### src/rtl/input_debounce_pkg.sv
// Shared constants and helpers for the GPIO input debouncer.
package input_debounce_pkg;

    localparam int unsigned DebounceMsDefault = 5;

    localparam int unsigned GpInSelWidth      = 3;
    localparam int unsigned GpInNavWidth      = 5;
    localparam int unsigned GpInUserWidth     = 8;
    localparam int unsigned GpInDebounceWidth = GpInSelWidth + GpInNavWidth + GpInUserWidth;

    // Clock cycles per 1 ms debounce tick.
    function automatic int unsigned tick_period(input int unsigned clk_freq);
        return clk_freq / 1000;
    endfunction

    // Bits needed to hold 0..n-1, never less than one.
    function automatic int unsigned cnt_width(input int unsigned n);
        return (n <= 1) ? 1 : $clog2(n);
    endfunction

endpackage

### src/rtl/input_debounce_if.sv
// Pin-side and status signals of the input debouncer; slave is the debouncer side.
interface input_debounce_if #(
    parameter int unsigned Width = 16
);

    logic [Width-1:0] raw_i;
    logic [Width-1:0] clr_i;
    logic [Width-1:0] irq_en_i;
    logic [Width-1:0] stable_o;
    logic [Width-1:0] changed_o;
    logic [Width-1:0] rise_o;
    logic [Width-1:0] fall_o;
    logic             irq_o;

    modport master (
        output raw_i, clr_i, irq_en_i,
        input  stable_o, changed_o, rise_o, fall_o, irq_o
    );

    modport slave (
        input  raw_i, clr_i, irq_en_i,
        output stable_o, changed_o, rise_o, fall_o, irq_o
    );

endinterface

### src/rtl/input_debounce_cell.sv
// debounce_cell: one bit's 2-flop synchroniser, tick-driven persistence counter and stable flop.
module input_debounce_cell
    import input_debounce_pkg::*;
#(
    parameter int unsigned DebounceMs = DebounceMsDefault,
    parameter bit          ResetValue = 1'b1
) (
    input  logic clk_i,
    input  logic rst_i,
    input  logic raw_i,
    input  logic tick_i,
    output logic stable_o,
    output logic update_o
);

    localparam int unsigned    CntW   = $clog2(DebounceMs + 1);
    localparam logic [CntW-1:0] CntMax = CntW'(DebounceMs - 1);

    logic            sync1_q, sync_q;
    logic            stable_q, stable_d;
    logic [CntW-1:0] cnt_q, cnt_d;

    always_ff @(posedge clk_i or posedge rst_i) begin
        if (rst_i) begin
            sync1_q  <= ResetValue;
            sync_q   <= ResetValue;
            stable_q <= ResetValue;
            cnt_q    <= '0;
        end else begin
            sync1_q  <= raw_i;
            sync_q   <= sync1_q;
            stable_q <= stable_d;
            cnt_q    <= cnt_d;
        end
    end

    always_comb begin
        cnt_d    = cnt_q;
        stable_d = stable_q;
        update_o = 1'b0;
        // Any return to the stable level restarts the persistence count.
        if (sync_q == stable_q) begin
            cnt_d = '0;
        end else if (tick_i) begin
            if (cnt_q == CntMax) begin
                stable_d = sync_q;
                cnt_d    = '0;
                update_o = 1'b1;
            end else begin
                cnt_d = cnt_q + CntW'(1);
            end
        end
    end

    assign stable_o = stable_q;

endmodule

### src/rtl/input_debounce.sv
// Debounces board inputs with sticky change flags and a maskable irq.
// Define INPUT_DEBOUNCE_EDGE_EN to build registered rise_o/fall_o pulses; otherwise they are 0.
module input_debounce
    import input_debounce_pkg::*;
#(
    parameter int unsigned      Width      = GpInDebounceWidth,
    parameter int unsigned      SysClkFreq = 40_000_000,
    parameter int unsigned      DebounceMs = DebounceMsDefault,
    parameter logic [Width-1:0] ResetValue = '1
) (
    input  logic              clk_i,
    input  logic              rst_i,
    input_debounce_if.slave   bus_io
);

    localparam int unsigned     TickPeriod = tick_period(SysClkFreq);
    localparam int unsigned     PreW       = cnt_width(TickPeriod);
    localparam logic [PreW-1:0] PreMax     = PreW'(TickPeriod - 1);

    if (DebounceMs < 1) begin : g_chk_debounce
        $error("DebounceMs must be >= 1");
    end
    if (SysClkFreq < 1000) begin : g_chk_freq
        $error("SysClkFreq must be >= 1000");
    end
    if (Width < 1) begin : g_chk_width
        $error("Width must be >= 1");
    end

    logic [PreW-1:0]  presc_q, presc_d;
    logic             tick;
    logic [Width-1:0] stable;
    logic [Width-1:0] update;
    logic [Width-1:0] changed_q, changed_d;
    logic             irq_q, irq_d;

    // Shared 1 ms prescaler.
    assign tick    = (presc_q == PreMax);
    assign presc_d = tick ? '0 : presc_q + PreW'(1);

    for (genvar i = 0; i < Width; i++) begin : g_cell
        input_debounce_cell #(
            .DebounceMs (DebounceMs),
            .ResetValue (ResetValue[i])
        ) u_cell (
            .clk_i    (clk_i),
            .rst_i    (rst_i),
            .raw_i    (bus_io.raw_i[i]),
            .tick_i   (tick),
            .stable_o (stable[i]),
            .update_o (update[i])
        );
    end

    // A new change beats a simultaneous clear.
    assign changed_d = update | (changed_q & ~bus_io.clr_i);
    assign irq_d     = |(changed_q & bus_io.irq_en_i);

    always_ff @(posedge clk_i or posedge rst_i) begin
        if (rst_i) begin
            presc_q   <= '0;
            changed_q <= '0;
            irq_q     <= 1'b0;
        end else begin
            presc_q   <= presc_d;
            changed_q <= changed_d;
            irq_q     <= irq_d;
        end
    end

    assign bus_io.stable_o  = stable;
    assign bus_io.changed_o = changed_q;
    assign bus_io.irq_o     = irq_q;

`ifdef INPUT_DEBOUNCE_EDGE_EN
    logic [Width-1:0] rise_q, fall_q;

    // stable still holds the old level in the update cycle.
    always_ff @(posedge clk_i or posedge rst_i) begin
        if (rst_i) begin
            rise_q <= '0;
            fall_q <= '0;
        end else begin
            rise_q <= update & ~stable;
            fall_q <= update & stable;
        end
    end

    assign bus_io.rise_o = rise_q;
    assign bus_io.fall_o = fall_q;
`else
    assign bus_io.rise_o = '0;
    assign bus_io.fall_o = '0;
`endif

endmodule

### src/flat_wrapper.sv
// flat-port wrapper written by rule: the top's interface ports become plain ports
module input_debounce_flat import input_debounce_pkg::*;
#(
    parameter int unsigned      Width      = GpInDebounceWidth,
    parameter int unsigned      SysClkFreq = 40_000_000,
    parameter int unsigned      DebounceMs = DebounceMsDefault,
    parameter logic [Width-1:0] ResetValue = '1
)
  (clk_i, rst_i, bus_io_raw_i, bus_io_clr_i, bus_io_irq_en_i, bus_io_stable_o, bus_io_changed_o, bus_io_rise_o, bus_io_fall_o, bus_io_irq_o);
  input_debounce_if #(.Width(Width)) bus_io_i ();
  input  logic clk_i;
  input  logic rst_i;
  input wire logic [$bits(bus_io_i.raw_i)-1:0] bus_io_raw_i;
  input wire logic [$bits(bus_io_i.clr_i)-1:0] bus_io_clr_i;
  input wire logic [$bits(bus_io_i.irq_en_i)-1:0] bus_io_irq_en_i;
  output wire logic [$bits(bus_io_i.stable_o)-1:0] bus_io_stable_o;
  output wire logic [$bits(bus_io_i.changed_o)-1:0] bus_io_changed_o;
  output wire logic [$bits(bus_io_i.rise_o)-1:0] bus_io_rise_o;
  output wire logic [$bits(bus_io_i.fall_o)-1:0] bus_io_fall_o;
  output wire logic [$bits(bus_io_i.irq_o)-1:0] bus_io_irq_o;
  assign bus_io_i.raw_i = bus_io_raw_i;
  assign bus_io_i.clr_i = bus_io_clr_i;
  assign bus_io_i.irq_en_i = bus_io_irq_en_i;
  assign bus_io_stable_o = bus_io_i.stable_o;
  assign bus_io_changed_o = bus_io_i.changed_o;
  assign bus_io_rise_o = bus_io_i.rise_o;
  assign bus_io_fall_o = bus_io_i.fall_o;
  assign bus_io_irq_o = bus_io_i.irq_o;
  input_debounce #(.Width(Width), .SysClkFreq(SysClkFreq), .DebounceMs(DebounceMs), .ResetValue(ResetValue)) u_core (.clk_i(clk_i), .rst_i(rst_i), .bus_io(bus_io_i));
endmodule
### config.mk
export PLATFORM = sky130hd
export DESIGN_NAME = input_debounce_flat
export DESIGN_NICKNAME = d
export VERILOG_FILES = /design/src/rtl/input_debounce_pkg.sv /design/src/rtl/input_debounce_if.sv /design/src/rtl/input_debounce_cell.sv /design/src/rtl/input_debounce.sv /design/src/flat_wrapper.sv
export SDC_FILE = /design/constraint.sdc
export NUM_CORES = 1
export LEC_CHECK = 0
export ABC_AREA = 1
export CORE_UTILIZATION = 45
export CTS_CLUSTER_DIAMETER = 60
export CTS_CLUSTER_SIZE = 28
export DETAILED_ROUTE_END_ITERATION = 6
export DONT_BUFFER_PORTS = 1
export GPL_ROUTABILITY_DRIVEN = 0
export PLACE_DENSITY = 0.6
export SLEW_MARGIN = 0
export SYNTH_ARGS = -nofsm -noshare
export SYNTH_HDL_FRONTEND = slang
export SYNTH_HIERARCHICAL = 1
export SYNTH_SLANG_ARGS = --single-unit
### constraint.sdc
create_clock -name clk_i -period 4.5 [get_ports clk_i]
set_input_delay 0.9 -clock clk_i [delete_from_list [all_inputs] [get_ports clk_i]]
set_output_delay 0.9 -clock clk_i [all_outputs]
set_load 0.02 [all_outputs]
==> run metrics <==
result of the run=complete, no violations; detailed-routing iteration count for the pre-antenna-repair pass=4; highest net fanout along the worst path=73; Storage cell area=~3300 sq um; Net Switching=0.000566 W; number of buffers inserted by hold repair at cts=0; largest vdd supply drop=between 200 and 250 uV; Layout Cells excl Fill=approximately 1100; sort of element at the start of the critical path=register; Detail Placement HPWL=between 9000 and 10000 um; post-synthesis share of cell area spent on and, or, nand and nor gates=0.256; post-placement cell area=between 7000 and 8000 sq um; upper clock frequency limit=~400 MHz; global route total overflow=0; required time of the critical path=just under 5 ns; count of buffering cells on the critical path with inverters included=3; Synth warnings=6; vias in the first global route=~4700; Flop pwr share=0.415; Total GRT Usage=0.170; crit end category=register; number of maximum-capacitance violations=0; total via count in the routed design=5030; TritonCTS clock tree=yes; power per cell area=about 370 nW/um^2; net switching fraction of the power=0.196; number of levels in the clock H-tree=4; cell with the largest stage delay on the worst path=sky130_fd_sc_hd__clkinv_2; total number of clock tree sinks=129; complex-gate fraction of the synthesized area=0.0678; most common cell after layout, fill and taps aside=sky130_fd_sc_hd__nand2_1; Unique masters post-synth=24; remaining design rule violation count=0; largest stage delay on the critical path=around 0.44 ns; Resized cells post-CTS=0; cts bufs inserted=17; clock latency on the worst-skew pair=approximately 0.41 ns; internal cell power=~0.0023 W; pin count of the biggest net entering global routing=between 70 and 80; register bit count reported by yosys=129; Fin. Hold Viols=0; Synth Area in Adders=0.0587; number of instances in the placed design=around 1100; Ports=approximately 120; number of placement rows=45; share of power burned in combinational logic=0.025; number of nets still failing antenna checks after routing=0; Core Region=15200 sq um; Clock Path Buffers=2; footprint of the multi-input gates=2890 sq um; Nets=964; CTS Root Cell=sky130_fd_sc_hd__clkbuf_16; sequential cell area fraction in the yosys report=0.468; area of the die=approximately 16000 sq um; filler instances=1447; Final Critical Period=~2.5 ns; final-report max-slew violation count=0; fraction of synthesized area in multiplexers=0; initial core utilization=0.462; leading cell types in the layout, fill and taps excluded=sky130_fd_sc_hd__nand2_1, sky130_fd_sc_hd__inv_1, sky130_fd_sc_hd__dfrtp_1; Post-Synthesis Mean Instance Area=8.16 sq um; initial antenna violation count=0; LEAKAGE=between 3 and 4 nW; dominant combinational cell family by area after synthesis=simple AND/OR/NAND/NOR gates; crit share post-route=0.557; signal arrival time at the worst endpoint=roughly 2.8 ns; share of the synthesized netlist area taken by xor and xnor gates=0.0112; Worst Tran Pin Value=roughly 0.56 ns; aggregate routed wire length=between 10000 and 15000 um; number of input and output port buffers inserted=0; antenna cell count=0; gate count of the mapped netlist=861; layout-stage area growth over the synthesis result=12.0%; clock-pin slew on the worst setup and hold paths=0.06 ns; family with the most delay on the worst path=buffers and inverters; mean number of vias per cell=4.65; hold slack=about 0.28 ns; skew final=approximately 0.0065 ns; CP Class=register to register; unrepaired setup endpoints after global routing=false; share of layout cells above drive strength 1=0.201; setup TNS=0 ns; netlist area before placement=7030 sq um; global-route wire length before repair=approximately 21000 um; height of the die=about 130 um; headroom to the max-slew limit=0.628; worst min-delay path class=input pin to async pin; WL per Instance=~12 um; ordered cell list for the critical path=ha_1, nand2_2, inv_1, nand2_1, nor2_2, nand3_1, clkinv_2, buf_12, nand3_2, nor2_1, o21bai_1; final std cell area, no fill=approximately 7900 sq um; Iteration-0 DRC Markers=between 150 and 200; Finish-stage setup viols=0; clock network fraction of total power=0.561; die width=about 130 um; number of setup buffers added after CTS=0
layout make-up:
class,instances,area share
sequential,129,0.418
multi-input combinational,536,0.366
inverter,195,0.0931
clock buffer,23,0.0645
tap,188,0.0299
clock inverter,9,0.0251
timing repair buffer,2,0.00350
registers in the layout, summed over array words and instances (netlist names):
signal / count
u_core/g_cell.u_cell/sync_q: 16
u_core/bus_io.changed_o: 16
u_core/presc_q: 16
u_core/g_cell.u_cell/cnt_q: 48
u_core/g_cell.u_cell/stable_o: 16
u_core/bus_io.irq_o: 1
u_core/g_cell.u_cell/sync1_q: 16
metrics by stage:
step | setup slack (ns) | total power, W | utilization
finish | 1.99 | 0.00289 | 0.518
global route | 1.74 | 0.00299 | 0.518
CTS | 1.97 | 0.00293 | 0.518
detailed placement | 1.99 | 0.00129 | 0.472
global placement | 2.05 | 0.00129 | 0.472
floorplan | 1.10 | 0.00130 | -
worst paths after layout:
check / from / endpoint / slack [ns] / depth (start not counted)
max: u_core/presc_q[0] / u_core/bus_io.changed_o[8] / 1.99 / 11
min: rst_i / u_core/g_cell[0].u_cell/cnt_q[2] / 0.28 / 1
max reg2reg: u_core/presc_q[0] / u_core/bus_io.changed_o[8] / 1.99 / 11
max in group asynchronous: rst_i / u_core/presc_q[8] / 3.66 / 2
min in group clk_i: u_core/g_cell[14].u_cell/sync1_q / u_core/g_cell[14].u_cell/sync_q / 0.35 / 0
min reg2reg: u_core/g_cell[14].u_cell/sync1_q / u_core/g_cell[14].u_cell/sync_q / 0.35 / 0
layer usage:
| layer | vias up | track usage | part of all wire |
|---|---|---|---|
| met4 | 0 | 0.0637 | 0.012 |
| met3 | 12 | 0.0498 | 0.053 |
| met2 | 97 | 0.276 | 0.46 |
| met5 | - | 0 | 0 |
| li1 | 2603 | - | - |
| met1 | 2318 | 0.217 | 0.48 |
cell families (layout without fill, tap and decap cells):
kind of cell	after synthesis	after routing
buf+inv	227	229
flops	129	129
fa+ha+maj	33	33
compound gates	65	65
simple gates	397	397
xor+xnor	9	9
other cells	1	32
Yosys cell counts:
library cell               instances  area share
sky130_fd_sc_hd__o21ai_1           2      0.0014
sky130_fd_sc_hd__nand3_2           4      0.0057
sky130_fd_sc_hd__nand2_2          44       0.039
sky130_fd_sc_hd__nor3_1            3      0.0021
sky130_fd_sc_hd__xnor2_1           4      0.0050
sky130_fd_sc_hd__nor2_1           50       0.027
sky130_fd_sc_hd__o21ai_2          29       0.036
sky130_fd_sc_hd__nor2_2            3      0.0027
sky130_fd_sc_hd__dfrtp_1          81        0.29
sky130_fd_sc_hd__nand4_2           1      0.0018
sky130_fd_sc_hd__inv_1           181       0.097
sky130_fd_sc_hd__inv_2            14      0.0075
sky130_fd_sc_hd__nor2_4            2      0.0032
sky130_fd_sc_hd__buf_4            32       0.034
sky130_fd_sc_hd__a21oi_1           1     0.00071
sky130_fd_sc_hd__o21ai_0          16       0.011
sky130_fd_sc_hd__ha_1             33       0.059
sky130_fd_sc_hd__o21bai_1         17       0.018
sky130_fd_sc_hd__dfstp_2          48        0.18
sky130_fd_sc_hd__conb_1            1     0.00053
sky130_fd_sc_hd__nand4_1          36       0.032
sky130_fd_sc_hd__nand3_1          37       0.026
sky130_fd_sc_hd__nand2_1         217        0.12
sky130_fd_sc_hd__xor2_1            5      0.0062
power groups by stage:
| stage | logic [W] | clock network, W | registers (W) |
|---|---|---|---|
| global route | 0.0000822 | 0.00171 | 0.00120 |
| detailed placement | 0.0000734 | 0 | 0.00122 |
| global placement | 0.0000734 | 0 | 0.00122 |
| CTS | 0.0000735 | 0.00166 | 0.00120 |
| floorplan | 0.0000816 | 0 | 0.00121 |
| finish | 0.0000713 | 0.00162 | 0.00120 |
Power figures use the tool's default switching activity.
